## config.mk

```make
export PLATFORM = sky130hd
export DESIGN_NAME = wb_trace_buffer
export DESIGN_NICKNAME = d
export VERILOG_FILES = /design/src/rtl/wb_trace_pkg.sv /design/src/rtl/wb_trace_fifo_mem.sv /design/src/rtl/wb_trace_buffer.sv
export SDC_FILE = /design/constraint.sdc
export NUM_CORES = 1
export LEC_CHECK = 0
export BUFFER_PORTS_ARGS = -buffer_cell sky130_fd_sc_hd__buf_2
export CAP_MARGIN = 25
export CORE_AREA = 2 2 305 307
export CTS_CLUSTER_DIAMETER = 30
export DETAILED_ROUTE_END_ITERATION = 7
export DIE_AREA = 0 0 307 309
export GPL_TIMING_DRIVEN = 0
export PLACE_DENSITY_LB_ADDON = 0.15
export SETUP_SLACK_MARGIN = 0.3
export SKIP_LAST_GASP = 1
export SLEW_MARGIN = 30
export SYNTH_ARGS = -nofsm -noshare
export SYNTH_HDL_FRONTEND = slang
export SYNTH_SLANG_ARGS = --single-unit
export TNS_END_PERCENT = 10
```

## constraint.sdc

```tcl
create_clock -name clk -period 9.8 [get_ports clk]
set_input_delay 1.47 -clock clk [delete_from_list [all_inputs] [get_ports clk]]
set_output_delay 1.47 -clock clk [all_outputs]
set_load 0.02 [all_outputs]
```

## src/rtl/wb_trace_pkg.sv

```systemverilog
// wb_trace_pkg: shared definitions for the retirement trace buffer.
// Holds the field widths, the packed trace entry layout and the push
// qualification rule used by wb_trace_buffer and wb_trace_fifo_mem.
package wb_trace_pkg;

    localparam int unsigned PC_W    = 32;
    localparam int unsigned WE_W    = 4;
    localparam int unsigned WNUM_W  = 5;
    localparam int unsigned WDATA_W = 32;

    localparam int unsigned TRACE_ENTRY_W = PC_W + WE_W + WNUM_W + WDATA_W;  // 73

    typedef struct packed {
        logic [PC_W-1:0]    pc;
        logic [WE_W-1:0]    we;
        logic [WNUM_W-1:0]  wnum;
        logic [WDATA_W-1:0] wdata;
    } trace_entry_t;

    // A retirement is traced only if it really writes a non-zero register.
    function automatic logic entry_qualifies(input logic [WE_W-1:0]   we,
                                             input logic [WNUM_W-1:0] wnum);
        return (we != '0) && (wnum != '0);
    endfunction

endpackage

```

## src/rtl/wb_trace_fifo_mem.sv

```systemverilog
// wb_trace_fifo_mem: storage array and read/write pointers of the trace FIFO.
// Ports:
//   i_clk, i_resetn  clock, asynchronous active-low reset (pointers only)
//   i_clear          synchronous flush of both pointers
//   i_push, i_entry  write i_entry at the tail (caller guarantees room)
//   i_pop            advance the head (caller guarantees non-empty)
//   o_head           entry at the head (undefined content while empty)
//   o_count          occupancy 0..DEPTH
//   o_empty, o_full  occupancy flags
module wb_trace_fifo_mem
    import wb_trace_pkg::*;
#(
    parameter int unsigned DEPTH = 16,
    localparam int unsigned AW   = $clog2(DEPTH)
) (
    input  logic                     i_clk,
    input  logic                     i_resetn,
    input  logic                     i_clear,
    input  logic                     i_push,
    input  logic [TRACE_ENTRY_W-1:0] i_entry,
    input  logic                     i_pop,
    output logic [TRACE_ENTRY_W-1:0] o_head,
    output logic [AW:0]              o_count,
    output logic                     o_empty,
    output logic                     o_full
);

    localparam logic [AW:0] PTR_ONE = 1;

    logic [TRACE_ENTRY_W-1:0] r_mem [DEPTH];
    // Pointers carry one extra wrap bit so full and empty can be told apart.
    logic [AW:0]              r_wptr;
    logic [AW:0]              r_rptr;

    always_ff @(posedge i_clk or negedge i_resetn) begin
        if (!i_resetn) begin
            r_wptr <= '0;
            r_rptr <= '0;
        end else if (i_clear) begin
            r_wptr <= '0;
            r_rptr <= '0;
        end else begin
            if (i_push) r_wptr <= r_wptr + PTR_ONE;
            if (i_pop)  r_rptr <= r_rptr + PTR_ONE;
        end
    end

    // Storage is not reset; the pointers alone define what is valid.
    // On push+pop while full the write lands in the slot being popped.
    always_ff @(posedge i_clk) begin
        if (i_push && !i_clear) r_mem[r_wptr[AW-1:0]] <= i_entry;
    end

    assign o_head  = r_mem[r_rptr[AW-1:0]];
    assign o_count = r_wptr - r_rptr;
    assign o_empty = (r_wptr == r_rptr);
    assign o_full  = (r_wptr[AW] != r_rptr[AW]) && (r_wptr[AW-1:0] == r_rptr[AW-1:0]);

endmodule

```

## src/rtl/wb_trace_buffer.sv

```systemverilog
// wb_trace_buffer: captures register-writing retirements from the CPU debug
// write-back port into a FIFO and presents them on a valid/ready trace port.
// Optional feature macro: WB_TRACE_DROP_CNT_EN adds the trace_drop_cnt port.
// Ports:
//   clk, resetn         clock, asynchronous active-low reset
//   clear               synchronous flush (beats push and pop)
//   debug_wb_*          retiring pc / write mask / register / data
//   trace_valid/ready   head handshake, pop on valid && ready
//   trace_pc/we/wnum/wdata  head entry, zero while empty
//   trace_count         occupancy 0..DEPTH
//   trace_overflow      sticky, set when an entry was dropped
//   trace_drop_cnt      saturating dropped-entry count (macro only)
module wb_trace_buffer
    import wb_trace_pkg::*;
#(
    parameter int unsigned DEPTH = 16,
    parameter int unsigned CW    = $clog2(DEPTH) + 1
) (
    input  logic          clk,
    input  logic          resetn,
    input  logic          clear,
    input  logic [31:0]   debug_wb_pc,
    input  logic [3:0]    debug_wb_rf_we,
    input  logic [4:0]    debug_wb_rf_wnum,
    input  logic [31:0]   debug_wb_rf_wdata,
    output logic          trace_valid,
    input  logic          trace_ready,
    output logic [31:0]   trace_pc,
    output logic [3:0]    trace_we,
    output logic [4:0]    trace_wnum,
    output logic [31:0]   trace_wdata,
    output logic [CW-1:0] trace_count,
    output logic          trace_overflow
`ifdef WB_TRACE_DROP_CNT_EN
    ,
    output logic [15:0]   trace_drop_cnt
`endif
);

    localparam int unsigned AW = $clog2(DEPTH);

    trace_entry_t w_entry;
    trace_entry_t w_head;
    trace_entry_t w_out;
    logic [AW:0]  w_count;
    logic         w_empty;
    logic         w_full;
    logic         w_qualify;
    logic         w_pop;
    logic         w_push;
    logic         w_drop;
    logic         r_overflow;

    assign w_entry = '{pc:    debug_wb_pc,
                       we:    debug_wb_rf_we,
                       wnum:  debug_wb_rf_wnum,
                       wdata: debug_wb_rf_wdata};

    assign w_qualify = entry_qualifies(debug_wb_rf_we, debug_wb_rf_wnum);
    assign w_pop     = !w_empty && trace_ready;
    // A same-cycle pop frees the slot, so a full buffer can still accept.
    assign w_push    = w_qualify && (!w_full || w_pop);
    assign w_drop    = w_qualify && w_full && !w_pop;

    wb_trace_fifo_mem #(
        .DEPTH (DEPTH)
    ) u_mem (
        .i_clk    (clk),
        .i_resetn (resetn),
        .i_clear  (clear),
        .i_push   (w_push),
        .i_entry  (w_entry),
        .i_pop    (w_pop),
        .o_head   (w_head),
        .o_count  (w_count),
        .o_empty  (w_empty),
        .o_full   (w_full)
    );

    always_ff @(posedge clk or negedge resetn) begin
        if (!resetn) begin
            r_overflow <= 1'b0;
        end else if (clear) begin
            r_overflow <= 1'b0;
        end else if (w_drop) begin
            r_overflow <= 1'b1;
        end
    end

`ifdef WB_TRACE_DROP_CNT_EN
    logic [15:0] r_drop_cnt;

    always_ff @(posedge clk or negedge resetn) begin
        if (!resetn) begin
            r_drop_cnt <= '0;
        end else if (clear) begin
            r_drop_cnt <= '0;
        end else if (w_drop && (r_drop_cnt != 16'hFFFF)) begin
            r_drop_cnt <= r_drop_cnt + 16'd1;
        end
    end

    assign trace_drop_cnt = r_drop_cnt;
`endif

    // Storage is never reset, so mask the head whenever nothing is queued.
    assign w_out          = w_empty ? '0 : w_head;
    assign trace_valid    = !w_empty;
    assign trace_pc       = w_out.pc;
    assign trace_we       = w_out.we;
    assign trace_wnum     = w_out.wnum;
    assign trace_wdata    = w_out.wdata;
    assign trace_count    = CW'(w_count);
    assign trace_overflow = r_overflow;

endmodule

```

==> results_dict.tcl, run 1 <==
set metrics [dict create \
    fin_tns_setup_ps 0 \
    gp_congestion 0.748 \
    drive_above_1_share_pct 39.0 \
    synth-edff-count 1168 \
    post-cts-setup-buffer-count 0 \
    post-route-period-util_pct 68.7 \
    overflow 0 \
    dieArea_sq_mm 0.0949 \
    vias_per_cell 5.78 \
    synth.largest_area_cell "edfxtp_1" \
    critPathKind "flip-flop to output pin" \
    synth_top_area_share_pct 77.4 \
    cp-start-kind "flip-flop" \
    fmax_ghz 0.149 \
    yosysMostFrequentCell "edfxtp_1" \
    hold_class "primary input to asynchronous set/reset pin" \
    initial_core_util_pct 49.6 \
    fin_nets 2694 \
    cts.sinks 1179 \
    dp_hpwl_mm 71.4 \
    rsz0062_at_grt "false" \
    hold_violations 0 \
    antenna_left 0 \
    fp.dieW_um 307 \
    postSynthAreaPerCell_sq_um 22.2 \
    fillerInstances 6304 \
    ys_seq_area_share_pct 78.0 \
    power_density_mw_per_mm2 262 \
    clock_latency_ps 790 \
    hold_slack_ps 551 \
    grt_pass1_wl_mm 160 \
    setup_viol 0 \
    synth_commonest_cells "edfxtp_1 (1,168), mux4_2 (292), nand2_1 (226), a221o_1 (73), nor2b_1 (64)" \
    worst_pin_slew_ps 984 \
    cts_resized 0 \
    synth_cell_type_count 43 \
    wl_per_cell_um 27.4 \
    syn_nets 2130 \
    syn_inst 2043 \
    final_core_util_pct 62.1 \
    grt_usage_pct 23.4 \
    antenna_found_initial 12 \
    cts-hold-fix-buffers 0 \
    numCtsBuffers 207 \
    grt_max_degree 19 \
    outcome "finished clean" \
    p_leak_nw 19.4 \
    reg2reg_to "u_mem.r_mem[7][18]" \
    slew-limit-headroom_pct 34.4 \
    portBuffers 156 \
    vias 23000 \
    dp.cells 3584 \
    fin_worst_skew_ps 29.9 \
    synth_flop_cell "edfxtp_1" \
    period_minus_slack_ps 6730 \
    drv_cap 0 \
    cts_tree "yes" \
    async_flop_share_pct 0.933 \
    slowest_delay_ps 650 \
    critPathSlowestCell "clkbuf_1" \
    synth_area_leaders "edfxtp_1 (77%), mux4_2 (15%), nand2_1 (1.9%)" \
    cpMostUsedCell "buf_2" \
    syn_to_final_growth_pct 25.3 \
    timing.reg2reg.setup_slack_ps 4500 \
    core_sq_mm 0.0914 \
    h-tree-depth 4 \
    cp_cell_sequence "buf_2 -> buf_2 -> inv_1 -> clkbuf_1 -> ha_1 -> nand4_4 -> o211ai_2 -> buf_6 -> clkbuf_1 -> nor2b_1 -> a221o_1 -> buf_2" \
    syn_area_sq_mm 0.0453 \
    final_cells 3976 \
    clockBufferDepth 3 \
    wl_mm 109 \
    die_h_um 309 \
    required_ps 8330 \
    clkTransAtPathRegs_ps 50 \
    worstPathMaxFanout 11 \
    p_total_w 0.0149 \
    r2r_start "u_mem.r_rptr[1]" \
    rows 111 \
    arrival_ps 5260 \
    finalMaxSlewViolations 0 \
    clock-root-buffer "clkbuf_16" \
    drtIter0Drc 2353 \
    ff2ff_path_depth 16 \
    setup.worst_path.end_class "output pin" \
    io_pins 157 \
    yosysWarnings 0 \
    drc 0 \
    firstDrtPassIters 7 \
    vdd_ir_drop_max_uv 197 \
    first_global_vias 24400 \
    ys_seq_elements 1179 \
]
-- worst max-delay path, delay by kind of cell, from the launching register on --
kind | cells | cell delay (ps)
fa+ha+maj | 1 | 470
simple gates | 2 | 310
flops | 1 | 350
buf+inv | 7 | 2550
compound gates | 2 | 780
-- worst max path at each step --
stage / start / end / cells past startpoint
floorplan: debug_wb_rf_we[0] / u_mem.r_mem[2][0] / 4
global placement: u_mem.r_rptr[1] / u_mem.r_mem[7][18] / 9
detailed placement: u_mem.r_rptr[1] / trace_wnum[2] / 12
CTS: u_mem.r_rptr[1] / trace_wnum[2] / 12
global route: u_mem.r_rptr[1] / trace_pc[10] / 12
finish: u_mem.r_rptr[1] / trace_pc[10] / 12
-- layout make-up --
cell class | instances | area, sq um | area share [%]
repair buffers | 355 | 2680 | 4.71
flip-flops and latches | 1179 | 35300 | 62.2
clock inverters | 169 | 1910 | 3.37
clock buffers | 222 | 5260 | 9.26
plain buffers | 110 | 704 | 1.24
multi-input cells | 747 | 9380 | 16.5
inverters | 7 | 26.3 | 0.0463
diodes | 1 | 2.50 | 0.00441
well taps | 1186 | 1480 | 2.61
-- per-stage QoR --
step | area, sq um | setup WS, ps
floorplan | 45300 | 262
global placement | 47600 | -9600
detailed placement | 49600 | 3760
CTS | 56800 | 2940
global route | 56800 | 2830
finish | 56800 | 3070
-- cell families (layout without fill, tap and decap cells) --
kind of cell | Yosys count | count (layout) | share of synthesized area [%]
DFF | 1179 | 1179 | 78.0
and+or+nand+nor | 342 | 342 | 3.51
muxes | 294 | 294 | 14.6
buffers and inverters | 117 | 863 | 1.61
AOI/OAI and AO/OA | 94 | 94 | 1.90
adders and majority gates | 10 | 10 | 0.293
xor gates and xnor gates | 7 | 7 | 0.152
other | 0 | 1 | 0
-- routing by layer --
layer	routed length, um	vias up	GRT usage (%)
li1	-	9751	-
met1	45300	12100	31.8
met2	53700	879	38.0
met3	7250	190	5.41
met4	2460	12	7.33
met5	71	-	0
-- sequential cells by signal, summed over array words and instances, names as in the netlist --
| signal | count |
|---|---|
| u_mem.r_mem | 1168 |
| u_mem.r_rptr | 5 |
| u_mem.r_wptr | 5 |
| trace_overflow | 1 |
-- report_power, final --
part / switching (W) / internal [W] / total [W] / leakage, nW
Sequential: 0.0000200 / 0.00564 / 0.00566 / 10.7
Combinational: 0.00114 / 0.000871 / 0.00202 / 5.22
Clock: 0.00255 / 0.00464 / 0.00719 / 3.44
Total: 0.00371 / 0.0111 / 0.0149 / 19.4
-- layout by cell type (no fill, tap or decap), types with 9 or more instances in the layout --
master	n
clkinv_1	28
buf_6	44
clkinv_4	23
ha_1	9
clkinvlp_4	23
a221o_1	73
buf_4	33
nor2b_1	64
buf_2	310
buf_16	31
clkbuf_16	208
and2b_1	10
edfxtp_1	1168
nand2_1	226
dfrtp_1	11
clkinv_2	32
inv_6	24
bufinv_16	27
clkbuf_1	48
mux4_2	292
(Power assumes the default switching activity.)
==> run 2: changes to the inputs <==
ABC_AREA = 1   (was default)
CORE_AREA = 2 2 323 325   (was 2 2 305 307)
DIE_AREA = 0 0 325 327   (was 0 0 307 309)
clock period = 6.1 ns   (was 9.8 ns; I/O delays follow)
==> results_dict.tcl, run 2 <==
set metrics [dict create \
    outcome "finished clean" \
    yosysWarnings 0 \
    synth_top_area_share_pct 68.7 \
    synth.largest_area_cell "edfxtp_1" \
    busiest_layer "met2" \
    core_sq_mm 0.103 \
    cts_tree "yes" \
    drc 0 \
    postSynthAreaPerCell_sq_um 10.3 \
    synth_commonest_cells "nand2_1 (2,002), edfxtp_1 (1,168), inv_1 (781), nand3_1 (595), buf_2 (172)" \
    yosysMostFrequentCell "nand2_1" \
    grt_pass1_wl_mm 204 \
    slew-limit-headroom_pct 41.7 \
    cts.sinks 1179 \
    rsz0062_at_grt "false" \
    overflow 0 \
    postLayoutCellArea_sq_mm 0.0635 \
    clkTransAtPathRegs_ps 50 \
    wl_mm 135 \
    grtUsageMet1_pct 34.0 \
    required_ps 5180 \
    grt_max_degree 21 \
    period_minus_slack_ps 5000 \
    numCtsBuffers 230 \
    power_density_mw_per_mm2 408 \
    syn_inst 4982 \
    synth_area_leaders "edfxtp_1 (69%), nand2_1 (15%), nand3_1 (5.8%)" \
    drive_above_1_share_pct 15.5 \
    placed_cell_area_sq_mm 0.0556 \
    fp.dieW_um 325 \
    first_global_vias 34600 \
    hold_violations 0 \
    die_h_um 327 \
    arrival_ps 4080 \
    post-cts-setup-buffer-count 0 \
    hold_slack_ps 390 \
    vias 35400 \
    syn_to_final_growth_pct 24.3 \
    met3_usage_pct 4.64 \
    fin_nets 5526 \
    finalMaxSlewViolations 0 \
    drtIter0Drc 3339 \
    grt_usage_pct 25.4 \
    ff2ff_path_depth 15 \
    ys_seq_area_share_pct 69.2 \
    ys_seq_elements 1179 \
    setup.worst_path.end_class "output pin" \
    portBuffers 156 \
    initial_core_util_pct 49.6 \
    mostFrequentLayoutCell "nand2_1" \
    p_leak_nw 27.7 \
    fmax_ghz 0.200 \
    min_delay_path_depth 2 \
    h-tree-depth 4 \
    gp_congestion 0.805 \
    setup_viol 0 \
    syn_area_sq_mm 0.0511 \
    layout_common_cells "nand2_1 (2,002), edfxtp_1 (1,168), inv_1 (781)" \
    wl_per_cell_um 19.2 \
    vias_per_cell 5.04 \
    cp-start-kind "flip-flop" \
    worst_pin_slew_ps 873 \
    final_core_util_pct 61.7 \
    synth-edff-count 1168 \
    post-route-period-util_pct 82.0 \
    hold_class "primary input to flip-flop" \
    clock-root-buffer "clkbuf_16" \
    worstPathMaxFanout 12 \
    synth_flop_cell "edfxtp_1" \
    antenna_found_initial 11 \
    dp_hpwl_mm 90.8 \
    antenna_left 0 \
    firstDrtPassIters 6 \
    critPathKind "flip-flop to output pin" \
    io_pins 157 \
    synth_cell_type_count 27 \
    use_met2_pct 41.7 \
    largest_register_ffs 1168 \
    rows 118 \
    dieArea_sq_mm 0.106 \
    drv_cap 0 \
    clockBufferDepth 3 \
    syn_nets 5069 \
    async_flop_share_pct 0.933 \
    clock_latency_ps 800 \
    fin_worst_skew_ps 22.1 \
    vdd_ir_drop_max_uv 302 \
]
-- run 2: cell types whose count changed after synthesis, moves of 39 or more --
| cell | change |
|---|---|
| nand3_1 | +589 |
| buf_2 | +138 |
| nand2_1 | +1776 |
| a221o_1 | -73 |
| inv_2 | +39 |
| mux4_2 | -292 |
| nor2b_1 | -64 |
| a21oi_1 | +66 |
| inv_1 | +774 |
-- run 2: power breakdown --
group          internal [W]  switching, W  total [W]
Clock               0.00839       0.00423     0.0126
Sequential          0.00908     0.0000350    0.00911
Combinational       0.00121       0.00299    0.00420
-- run 2: kinds of logic after synthesis --
family / share of synthesized area (%)
buffers and inverters: 8.69
AO/OA/AOI/OAI: 0.852
XOR/XNOR: 0.169
AND/OR/NAND/NOR: 20.8
adder cells (fa/ha/maj): 0.260
flip-flops: 69.2
-- run 2: area by class of cell --
type	instances	area (sq um)
Multi-Input combinational cell	2738	11400
Inverter	821	3090
Buffer	244	1360
Sequential cell	1179	35300
Fill cell	8136	39400
Clock inverter	177	1970
Timing Repair Buffer	225	2630
Tap cell	1380	1730
Clock buffer	260	5950
Antenna cell	3	7.51
-- run 2: routing by layer --
metal / vias up / wire length (um)
met5: - / 0
met2: 1264 / 64400
li1: 17000 / -
met4: 0 / 3510
met1: 16900 / 57100
met3: 239 / 10000
-- run 2: path summary, 6_finish.rpt --
path | start | endpoint | slack [ps]
hold / removal | clear | trace_overflow | 390
hold reg to reg | trace_overflow | trace_overflow | 500
setup / recovery | u_mem.r_rptr[1] | trace_pc[2] | 1100
max in group asynchronous | resetn | u_mem.r_rptr[4] | 5310
min in group asynchronous | resetn | trace_overflow | 550
setup reg to reg | u_mem.r_rptr[1] | u_mem.r_mem[12][45] | 1590
-- run 2: worst max-delay path: stages (launching register included) --
cell and delay [ps]:
dfrtp_1 390, buf_2 190, inv_2 120, buf_4 430, buf_2 410, ha_1 220, nand4_1 200, nor2_1 300
buf_4 460, buf_6 220, a21oi_1 100, buf_2 190
-- run 2: repair_timing --
action                    in CTS  in global routing
hold endpoints to repair      11                  0
hold buffers                   1                  0
gates resized for setup        0                  0
-- run 2: per-stage QoR --
stage | power, W | setup TNS, ps | instances | setup slack, ps
detailed placement | 0.0135 | 0 | 6586 | 1690
global route | 0.0269 | 0 | 7024 | 1020
floorplan | 0.0119 | 0 | 4982 | 792
global placement | 0.0133 | -3195350 | 6518 | -3080
finish | 0.0259 | 0 | 7027 | 1100
CTS | 0.0261 | 0 | 7024 | 1120
